$ cat src/rtl/hit_event_scheduler_if.sv
// Event handshake between hit_event_scheduler (master) and the game-state
// logic (slave). An event is transferred on a cycle where ev_valid and
// ev_ready are both high; ev_id names the event class.
interface hit_event_scheduler_if #(
   parameter int N_EVENTS = 21,
   parameter int IDW      = $clog2(N_EVENTS)
);

   logic           ev_valid;
   logic           ev_ready;
   logic [IDW-1:0] ev_id;

   modport master (
      output ev_valid,
      output ev_id,
      input  ev_ready
   );

   modport slave (
      input  ev_valid,
      input  ev_id,
      output ev_ready
   );

endinterface

$ cat src/rtl/hit_event_scheduler.sv
// hit_event_scheduler
// Collects one-cycle collision pulses into sticky per-event flags over a
// frame, snapshots them into a serve vector at start of frame, and issues
// every pending event exactly once over a valid/ready handshake. The next
// event is chosen round-robin, so no event class can starve the others.
module hit_event_scheduler #(
   parameter int N_EVENTS = 21,
   parameter int IDW      = $clog2(N_EVENTS)
) (
   input  logic                  clk,
   input  logic                  reset,
   input  logic                  startOfFrame,
   input  logic [N_EVENTS-1:0]   coll_in,
   hit_event_scheduler_if.master ev_bus,
   output logic                  busy,
   output logic                  overrun
);

   typedef enum logic [1:0] {
      IDLE    = 2'd0,
      ARB     = 2'd1,
      PRESENT = 2'd2
   } state_t;

   localparam logic [IDW-1:0]      LAST_ID  = IDW'(N_EVENTS - 1);
   localparam logic [N_EVENTS-1:0] ONE_HOT0 = N_EVENTS'(1);

   state_t              state_q;
   state_t              state_nxt;

   logic [N_EVENTS-1:0] accum_q;
   logic [N_EVENTS-1:0] accum_nxt;
   logic [N_EVENTS-1:0] serve_q;
   logic [N_EVENTS-1:0] serve_nxt;
   logic [N_EVENTS-1:0] serve_kept;
   logic [N_EVENTS-1:0] clr;

   logic [IDW-1:0]      ptr_q;
   logic [IDW-1:0]      ptr_nxt;
   logic [IDW-1:0]      pick;

   logic                valid_q;
   logic                valid_nxt;
   logic [IDW-1:0]      id_q;
   logic [IDW-1:0]      id_nxt;

   logic                overrun_q;
   logic                busy_q;
   logic                handshake;

   // First set bit of vec at or above start, wrapping from the last event
   // back to event 0. Returns 0 for an empty vector; the FSM never asks then.
   function automatic logic [IDW-1:0] rr_pick(
      input logic [N_EVENTS-1:0] vec,
      input logic [IDW-1:0]      start
   );
      logic [IDW-1:0] idx;
      logic           found;
      rr_pick = '0;
      found   = 1'b0;
      idx     = start;
      for (int off = 0; off < N_EVENTS; off++) begin
         if (!found && vec[idx]) begin
            rr_pick = idx;
            found   = 1'b1;
         end
         idx = (idx == LAST_ID) ? '0 : idx + IDW'(1);
      end
   endfunction

   // Handshake clear, frame merge of accum into serve, and pointer advance.
   always_comb begin
      // NOTE: every signal written here gets a default first, so no path
      // leaves it unassigned and no latch is inferred.
      handshake  = valid_q & ev_bus.ev_ready;
      clr        = handshake ? (ONE_HOT0 << id_q) : '0;
      serve_kept = serve_q & ~clr;
      accum_nxt  = accum_q | coll_in;
      serve_nxt  = serve_kept;
      ptr_nxt    = ptr_q;

      // The accepted event is cleared before the merge, so a re-collected
      // copy of that same event survives as a fresh pending bit.
      if (startOfFrame) begin
         accum_nxt = coll_in;
         serve_nxt = serve_kept | accum_q;
      end

      if (handshake) begin
         ptr_nxt = (id_q == LAST_ID) ? '0 : id_q + IDW'(1);
      end
   end

   // Round-robin choice over the current serve vector.
   always_comb pick = rr_pick(serve_q, ptr_q);

   // FSM state register.
   always_ff @(posedge clk) begin
      // NOTE: sequential state is assigned with <= so every register samples
      // pre-edge values regardless of statement order.
      if (reset) begin
         state_q <= IDLE;
      end else begin
         state_q <= state_nxt;
      end
   end

   // FSM next state and the next values of the presented event.
   always_comb begin
      state_nxt = state_q;
      valid_nxt = valid_q;
      id_nxt    = id_q;

      unique case (state_q)
         IDLE: begin
            valid_nxt = 1'b0;
            // Looking at the post-merge vector lets a start-of-frame load
            // and the move to ARB happen on the same edge.
            if (serve_nxt != '0) begin
               state_nxt = ARB;
            end
         end
         ARB: begin
            id_nxt    = pick;
            valid_nxt = 1'b1;
            state_nxt = PRESENT;
         end
         PRESENT: begin
            if (ev_bus.ev_ready) begin
               valid_nxt = 1'b0;
               state_nxt = (serve_nxt != '0) ? ARB : IDLE;
            end
         end
         default: begin
            valid_nxt = 1'b0;
            state_nxt = IDLE;
         end
      endcase
   end

   // Flag vectors, pointer and registered outputs.
   always_ff @(posedge clk) begin
      if (reset) begin
         accum_q   <= '0;
         serve_q   <= '0;
         ptr_q     <= '0;
         valid_q   <= 1'b0;
         id_q      <= '0;
         overrun_q <= 1'b0;
         busy_q    <= 1'b0;
      end else begin
         accum_q   <= accum_nxt;
         serve_q   <= serve_nxt;
         ptr_q     <= ptr_nxt;
         valid_q   <= valid_nxt;
         id_q      <= id_nxt;
         // Still-unserved events at the merge mean a frame's worth of hits
         // was folded into an older one; only the presence is kept.
         overrun_q <= startOfFrame & (serve_kept != '0);
         busy_q    <= (serve_nxt != '0) | valid_nxt;
      end
   end

   assign ev_bus.ev_valid = valid_q;
   assign ev_bus.ev_id    = id_q;
   assign busy            = busy_q;
   assign overrun         = overrun_q;

endmodule

$ cat src/flat_wrapper.sv
// flat-port wrapper written by rule: the top's interface ports become plain ports
module hit_event_scheduler_flat 
#(
   parameter int N_EVENTS = 21,
   parameter int IDW      = $clog2(N_EVENTS)
)
  (clk, reset, startOfFrame, coll_in, busy, overrun, ev_bus_ev_valid, ev_bus_ev_id, ev_bus_ev_ready);
  hit_event_scheduler_if #(.N_EVENTS(N_EVENTS), .IDW(IDW)) ev_bus_i ();
  input  logic clk;
  input  logic reset;
  input  logic startOfFrame;
  input  logic [N_EVENTS-1:0] coll_in;
  output logic busy;
  output logic overrun;
  output wire logic [$bits(ev_bus_i.ev_valid)-1:0] ev_bus_ev_valid;
  output wire logic [$bits(ev_bus_i.ev_id)-1:0] ev_bus_ev_id;
  input wire logic [$bits(ev_bus_i.ev_ready)-1:0] ev_bus_ev_ready;
  assign ev_bus_ev_valid = ev_bus_i.ev_valid;
  assign ev_bus_ev_id = ev_bus_i.ev_id;
  assign ev_bus_i.ev_ready = ev_bus_ev_ready;
  hit_event_scheduler #(.N_EVENTS(N_EVENTS), .IDW(IDW)) u_core (.clk(clk), .reset(reset), .startOfFrame(startOfFrame), .coll_in(coll_in), .ev_bus(ev_bus_i), .busy(busy), .overrun(overrun));
endmodule
$ cat config.mk
export PLATFORM = sky130hd
export DESIGN_NAME = hit_event_scheduler_flat
export DESIGN_NICKNAME = d
export VERILOG_FILES = /design/src/rtl/hit_event_scheduler_if.sv /design/src/rtl/hit_event_scheduler.sv /design/src/flat_wrapper.sv
export SDC_FILE = /design/constraint.sdc
export NUM_CORES = 1
export LEC_CHECK = 0
export ABC_AREA = 1
export CAP_MARGIN = 20
export CORE_MARGIN = 8
export CORE_UTILIZATION = 45
export CTS_CLUSTER_SIZE = 8
export DETAILED_ROUTE_END_ITERATION = 12
export DONT_BUFFER_PORTS = 1
export GPL_ROUTABILITY_DRIVEN = 1
export GPL_TIMING_DRIVEN = 1
export PLACE_DENSITY_LB_ADDON = 0.05
export SYNTH_ARGS = -nofsm -noshare
export SYNTH_HDL_FRONTEND = slang
export SYNTH_SLANG_ARGS = --single-unit
$ cat constraint.sdc
create_clock -name clk -period 27.2 [get_ports clk]
set_clock_uncertainty 0.15 [all_clocks]
set_input_delay 5.44 -clock clk [delete_from_list [all_inputs] [get_ports clk]]
set_output_delay 5.44 -clock clk [all_outputs]
set_load 0.05 [all_outputs]
; Word level (Yosys, flattened, before mapping)
; Index checks and enable logic that the tools add are counted.
[op_classes]
n_reduce_logical = 44
magnitude_cmp = 21
n_shift = 1
eq_ne = 25
n_addsub = 21
n_bitwise = 7
n_mux = 113
[ops]
columns = cell, count
row1 = two-way mux 5 bit, 42
row2 = "less-than comparator 5 x 6 -> 1 bit, second input constant", 21
row3 = "adder 5 x 1 -> 5 bit, second input constant", 21
row4 = binary-select mux 1 bit (select 5 bit), 21
row5 = "== test 5 bit, second input constant", 21
row6 = two-way mux 21 bit, 3
row7 = two-way mux 1 bit, 43
row8 = OR 21 bit, 2
row9 = nonzero test 21 bit, 2
row10 = AND 21 bit, 1
row11 = NOT 21 bit, 1
row12 = "<< shifter 1 x 5 -> 21 bit, first input constant", 1
row13 = logical AND 1 bit, 20
row14 = logical NOT 1 bit, 20
row15 = case mux 2 bit (3 select lines), 1
row16 = two-way mux 2 bit, 2
row17 = AND 1 bit, 2
row18 = "== test 2 x 1 -> 1 bit, second input constant", 1
row19 = "== test 2 bit, second input constant", 1
row20 = logical NOT 2 bit, 1
row21 = "!= test 2 x 1 -> 1 bit, second input constant", 1
row22 = "!= test 2 bit, second input constant", 1
row23 = case mux 1 bit (2 select lines), 1
row24 = AND reduction 2 bit, 1
row25 = OR 1 bit, 1
[totals]
inputBits = 25
ff_bits = 57
word_cells = 240
out_inout_bits = 8

; Depth between registers and ports, before layout
; Gate-level depths: netlist of the first run.
[depth]
word_depth = 63
ltp_mapped = 140

; Worst setup path after synthesis of the first run
; Ideal clock, no wire load.
[synth_timing]
path_type = flip-flop to flip-flop
start = register u_core.ptr_q[0]
end = register u_core.id_q[2] (netlist: u_core.ev_bus.ev_id[2])
path_stages_with_launch = 140
t_arrival_ns = 19.364
period_less_slack_ns = 19.581
required_time_ns = 26.984
path_buffers = 26
slack_ns = 7.619
path_cell_list = dfxtp_1 buf_6 inv_2 buf_2 ha_1 nand2_1 inv_1 nand2_4 inv_2 nor2_2 inv_4 clkbuf_1 ha_1 inv_1 nor2_2 nand3_4 nand2_4 buf_6 [... 104 more ...] nand2_4 buf_8 ha_1 inv_1 nor2_1 nand2_1 o21bai_2 buf_6 nand4_1 nand2_1 nand2_1 nand2_1 nand2_2 nor2_8 nand2_4 nand2_1 nand3_1 a21oi_2
[synth_via]
elab_chain_len = 63
elab_cells_between_ends = 183
classes_between = add/sub (20) / eq/ne (20) / mux (103) / reduce/logical (40)
[synth_lines]
columns = item, line
row1 = start: declaration, hit_event_scheduler.sv:38  ; logic [IDW-1:0] ptr_q;
row2 = start signal: assignment, hit_event_scheduler.sv:154  ; ptr_q <= ptr_nxt;
row3 = "parallel branches: the longest is 62 deep, another holds adder 5 x 1 -> 5 bit", -
row4 = two-way mux 5 bit *, hit_event_scheduler.sv:63  ; if (!found && vec[idx]) begin
row5 = end signal: assignment, hit_event_scheduler.sv:156  ; id_q <= id_nxt;
row6 = end: declaration, hit_event_scheduler.sv:44  ; logic [IDW-1:0] id_q;
; Mark *: on every way between the ends. The select of a mux whose other input is x is not followed.
; A chain may end at the register's enable or synchronous reset.

; Final worst setup path of the first run
[layout_timing]
start = register u_core.ptr_q[1]
end = register u_core.id_q[0] (netlist: u_core.ev_bus.ev_id[0])
; The elaborated chain is that of the path after synthesis.

==> impl_metrics.toml, run 1 <==
[clock_network]
numCtsBuffers = 9
clock_latency_ns = 0.32
cts_max_level = 3
clkTransAtPathRegs_ns = 0.05
tritoncts = "yes"
cts-resized-gates = 0
max-clock-path-buffers = 2
cts.sinks = 57
cts_hold_buffers = 0
root_buffer = "clkbuf_16"
post-cts-setup-buffers = 0

[global_routing]
gr-usage-all-layers_pct = 26.2
grt_max_degree = 57
grt_overflow_total = 0
grt_pass1_vias = 11500
antenna_found_initial = 0
grt_first_pass_wirelength_um = 64900

[placement]
dp_cells = 2142
gp_congestion = 0.923
dp_hpwl_um = 29900
io_buffers = 0
preCtsSetupSlack_ns = 6.54

[hold_path]
hp-start = "u_core.accum_q[12]"
hold_path_class = "reg -> reg"
whs_path_depth = 2
hold_end = "u_core.accum_q[12]"

[run]
cap_viol_max_count = 0

[setup_path]
cpPeakStageDelay_ns = 0.68
slowest_stage = "ha_1"
cp-start-kind = "flip-flop"
path_max_fanout = 35
cp_data_arrival_time_ns = 21.09
crit_type = "reg -> reg"
r2r_start = "u_core.ptr_q[1]"
critPathRequiredTime_ns = 27.30
end_kind = "flip-flop"
worstRegToRegCells = 109
worst_path_most_repeated_cell = "ha_1"
r2r_slack_ns = 6.21
r2r_end = "u_core.ev_bus.ev_id[0]"

[layout]
final_nets = 1898
layout.cells.non_filler = 2156
fillCellCount = 2786
drive_above_1_share_pct = 16.3
area_growth_pct = 2.06
insertedDiodeCount = 0

[yosys]
ys_seq_area_share_pct = 10.1
synthFlopType = "dfxtp_1"
synth.top_cell.area_share_pct = 10.1
syn_nets = 1968
synth_commonest_cells = "nand2_1, o21ai_0, nand3_1"
synth-edff-count = 0
ys_types = 58
synth_warnings = 0
yosysMostFrequentCell = "nand2_1"
synth.area.top_cells = "dfxtp_1, nand2_1, o21ai_0"
netlist_area_um2 = 11400
synth_seq_cells = 57
yosys.area.top_type = "dfxtp_1"
syn-instance-count = 1893
async_flop_share_pct = 0
avgSynthCellArea_um2 = 6.00

[die]
die_area_um2 = 30600
start_util_pct = 45.5
rows = 58
core_um2 = 25000
die_width_um = 175
ios = 33
die_y_um = 175

[timing]
worst_pin_slew_ns = 0.973
slew_viol_final = 0
fin_crit_sh_pct = 77.2
slew_headroom_pct = 35.1
fmax_mhz = 47.6
rsz0062_at_grt = "no"
setup_ws_ns = 6.21
fin_tns_setup_ns = 0
hold_viol = 0
fin_crit_ns = 20.99
setup_viol = 0

[routing]
wl_per_cell_um = 19.4
via_per_inst = 5.97
drc = 0
vias = 12900
drt_wl_total_um = 41900
dr.pass1.iters = 9
drt-initial-drc-count = 1366
drtAntennaViolNets = 0

[outcome]
status = "finished, final reports clean"
==> worst max-delay path by stage <==
| stage | from | endpoint | slack (ns) | cells after the start |
|---|---|---|---|---|
| after floorplan | u_core.ptr_q[0] | u_core.ev_bus.ev_id[2] | 7.62 | 139 |
| after global placement | u_core.ptr_q[0] | u_core.ev_bus.ev_id[2] | 7.18 | 109 |
| after detailed placement | u_core.ptr_q[0] | u_core.ev_bus.ev_id[2] | 6.54 | 109 |
| after CTS | u_core.ptr_q[0] | u_core.ev_bus.ev_id[2] | 6.47 | 109 |
| after global routing | u_core.ptr_q[0] | u_core.ev_bus.ev_id[0] | 4.14 | 109 |
| final | u_core.ptr_q[1] | u_core.ev_bus.ev_id[0] | 6.21 | 109 |
==> flip-flops by register name, summed over array words and instances (netlist names) <==
register / count
u_core.busy: 1
u_core.state_q: 2
u_core.overrun: 1
u_core.serve_q: 21
u_core.ptr_q: 5
u_core.ev_bus.ev_id: 5
u_core.accum_q: 21
u_core.ev_bus.ev_valid: 1
==> worst max-delay path: cells and delay by family (launching register included) <==
family | cells | cell delay [ns]
adders and majority gates | 20 | 5.98
and+or+nand+nor | 68 | 10.16
buffers and inverters | 19 | 3.49
DFF | 1 | 0.53
AOI/OAI and AO/OA | 2 | 0.54
==> metrics by stage <==
step                instance area, um^2  hold slack [ns]  util, %
floorplan                         11400            0.300        -
global placement                  11300            0.313     45.4
detailed placement                11300            0.323     45.4
CTS                               11600            0.340     46.4
global route                      11600            0.366     46.4
finish                            11600            0.337     46.4
==> kinds of logic (layout without fill, tap and decap cells) <==
family	after synthesis	count (layout)	share of synthesized area [%]
flip-flops	57	57	10.1
XOR/XNOR	3	3	0.232
buffers and inverters	301	234	11.7
AO/OA/AOI/OAI	518	518	25.6
AND/OR/NAND/NOR	964	964	47.0
adder cells (fa/ha/maj)	50	50	5.51
==> cells in the final DEF, fill, tap and decap left out, types with 3 or more instances in the layout <==
cell type,n
nand3_2,25
o2111ai_1,3
nand2_4,35
o22ai_1,8
o221ai_1,12
nor4_1,12
a21boi_0,8
clkinv_2,3
nand2_1,293
ha_1,50
xor2_1,3
nor2_4,38
o211ai_1,36
nand3_1,203
clkinv_1,8
or4_1,10
dfxtp_1,57
nand2_8,5
buf_4,16
o21ai_1,13
o31ai_1,7
o21ai_0,204
inv_1,139
o21ai_2,3
nor3_1,13
clkbuf_16,9
nand3_4,13
inv_2,55
nor2_1,187
nor2_8,6
nor2_2,21
nand4_1,41
a21oi_1,193
nand2_2,60
a211oi_1,4
a31oi_1,8
==> layout make-up <==
| class | instances | area, um^2 | area share [%] |
|---|---|---|---|
| Timing Repair Buffer | 16 | 120 | 1.04 |
| Multi-Input combinational cell | 1535 | 8890 | 76.7 |
| Clock inverter | 4 | 22.5 | 0.194 |
| Tap cell | 330 | 413 | 3.56 |
| Sequential cell | 57 | 1140 | 9.85 |
| Clock buffer | 10 | 229 | 1.98 |
| Inverter | 204 | 773 | 6.67 |
==> routing by layer <==
metal / track usage [%] / vias up / wire length [um]
met2: 42.6 / 563 / 18700
li1: - / 6374 / -
met5: 0 / - / 0
met1: 34.0 / 5809 / 17700
met4: 11.2 / 0 / 1890
met3: 3.73 / 120 / 3550
Power of run 1 is not shown: default switching activity piles up to over one toggle a cycle in this logic, so the estimate is an artifact.
==> run 2, diff against run 1 <==
==> constraint.sdc (replaced) <==
create_clock -name clk -period 19.4 [get_ports clk]
set_clock_uncertainty 0.15 [all_clocks]
set_input_delay 3.88 -clock clk [delete_from_list [all_inputs] [get_ports clk]]
set_output_delay 3.88 -clock clk [all_outputs]
set_load 0.05 [all_outputs]
==> run 2 against run 1 <==
  * First-iteration DRC count shrank 1.5%
  * Critical path depth rose by 1
  * Non-clock buffer count is 16 higher
  * Utilization increased by 0.97 points
  * Global-route usage rose by 0.29 points
  * Design area increased by 2.1%
  * Routed wire length rose by 1.4%
  * Maximum frequency is 18% higher
  * Via count up 0.93%
  * Sequential share of layout area down 0.18 points
  * Critical path type unchanged
  * Largest cell class unchanged
==> impl_metrics.toml, run 2 (synthesis gave the netlist of run 1 again) <==
[timing]
fin_crit_sh_pct = 91.4
fin_tns_setup_ns = 0
fin_crit_ns = 17.74
worst_pin_slew_ns = 0.910
fmax_mhz = 56.4
slew_viol_final = 0
setup_viol = 0
rsz0062_at_grt = "no"
hold_viol = 0
slew_headroom_pct = 39.0

[run]
cap_viol_max_count = 0

[routing]
drc = 0
dr.pass1.iters = 6
via_per_inst = 5.97
drt_wl_total_um = 42500
vias = 13000
drtAntennaViolNets = 0
drt-initial-drc-count = 1346
wl_per_cell_um = 19.5

[die]
die_width_um = 175
die_y_um = 175
core_um2 = 25000
rows = 58
die_area_um2 = 30600
start_util_pct = 45.5
ios = 33

[layout]
layout_commonest_cell = "nand2_1"
layout.cells.non_filler = 2174
final_nets = 1914
insertedDiodeCount = 0
drive_above_1_share_pct = 18.0
area_growth_pct = 4.20
final_cell_mix = "nand2_1, o21ai_0, nand3_1"
fillCellCount = 2713
reg.largest.list = "u_core.accum_q x21, u_core.serve_q x21"

[setup_path]
path_max_fanout = 25
end_kind = "flip-flop"
worst_path_most_repeated_cell = "ha_1"
cp-start-kind = "flip-flop"
crit_type = "reg -> reg"
slowest_stage = "ha_1"
critPathRequiredTime_ns = 19.52
cpPeakStageDelay_ns = 0.58
cp_data_arrival_time_ns = 17.85

[global_routing]
gr-usage-all-layers_pct = 26.5
grt_pass1_vias = 11800
antenna_found_initial = 0
grt_max_degree = 57
grt_first_pass_wirelength_um = 66000
grt_overflow_total = 0

[clock_network]
clock_latency_ns = 0.33
max-clock-path-buffers = 2
cts_max_level = 3
clkTransAtPathRegs_ns = 0.06
root_buffer = "clkbuf_16"
cts_hold_buffers = 0
numCtsBuffers = 9
tritoncts = "yes"
cts.sinks = 57

[placement]
dp_hpwl_um = 29900
gp_congestion = 0.987
io_buffers = 0
dp_cells = 2149

[outcome]
status = "finished, final reports clean"

[hold_path]
hold_path_class = "reg -> reg"
## run 2: cell types whose count changed in the layout (fill, tap and decap cells not counted), sizes merged
cell / previous run / this run
buf: 16 / 32
clkinvlp: 1 / 8
inv: 196 / 193
clkinv: 11 / 9
## run 2: final cells by class
class	count	area, um^2	share of cell area [%]
clock inverter	6	50.0	0.423
tap	330	413	3.49
clock buffer	10	239	2.02
inverter	204	796	6.73
sequential	57	1140	9.67
multi-input combinational	1535	8940	75.6
timing repair buffer	32	244	2.06
## run 2: worst max-delay path, delay by kind of cell (launching register included)
kind                       cells  cell delay (ns)
buffers and inverters         23             3.40
adders and majority gates     20             5.58
AOI/OAI and AO/OA              1             0.13
DFF                            1             0.54
and+or+nand+nor               66             7.82
## run 2: timing repair
| action | in CTS | in global routing |
|---|---|---|
| endpoints found under the setup margin | 1 | 5 |
| buffers inserted | 0 | 9 |
| resized for setup | 1 | 21 |
| pin swaps | 0 | 1 |
## run 2: worst paths after layout
kind                                               end  depth (start not counted)  slack [ns]          startpoint
worst min register to register      u_core.accum_q[13]                          2        0.33  u_core.accum_q[13]
worst max register to register  u_core.ev_bus.ev_id[2]                        110        1.66     u_core.ptr_q[0]
worst max-delay path            u_core.ev_bus.ev_id[2]                        110        1.66     u_core.ptr_q[0]
worst min-delay path                u_core.accum_q[13]                          2        0.33  u_core.accum_q[13]
## run 2: through the flow
| stage | hold slack, ns | setup slack [ns] | util, % | area, um^2 |
|---|---|---|---|---|
| after detailed placement | 0.319 | 0.0485 | 45.6 | 11400 |
| after floorplan | 0.300 | 0.0528 | - | 11400 |
| after global routing | 0.363 | 0.0286 | 47.4 | 11800 |
| final | 0.331 | 1.66 | 47.4 | 11800 |
| after CTS | 0.333 | 0.0563 | 46.8 | 11700 |
| after global placement | 0.311 | 0.771 | 45.6 | 11400 |
## run 2: metal layers
| metal | vias up | global-route usage, % | share of wire [%] | wire [um] |
|---|---|---|---|---|
| li1 | 6400 | - | - | - |
| met1 | 5904 | 34.9 | 43 | 18400 |
| met2 | 572 | 43.0 | 45 | 18900 |
| met3 | 110 | 3.39 | 8.2 | 3470 |
| met4 | 0 | 10.5 | 3.9 | 1640 |
| met5 | - | 0 | 0 | 0 |
Power of run 2 is left out for the same reason.
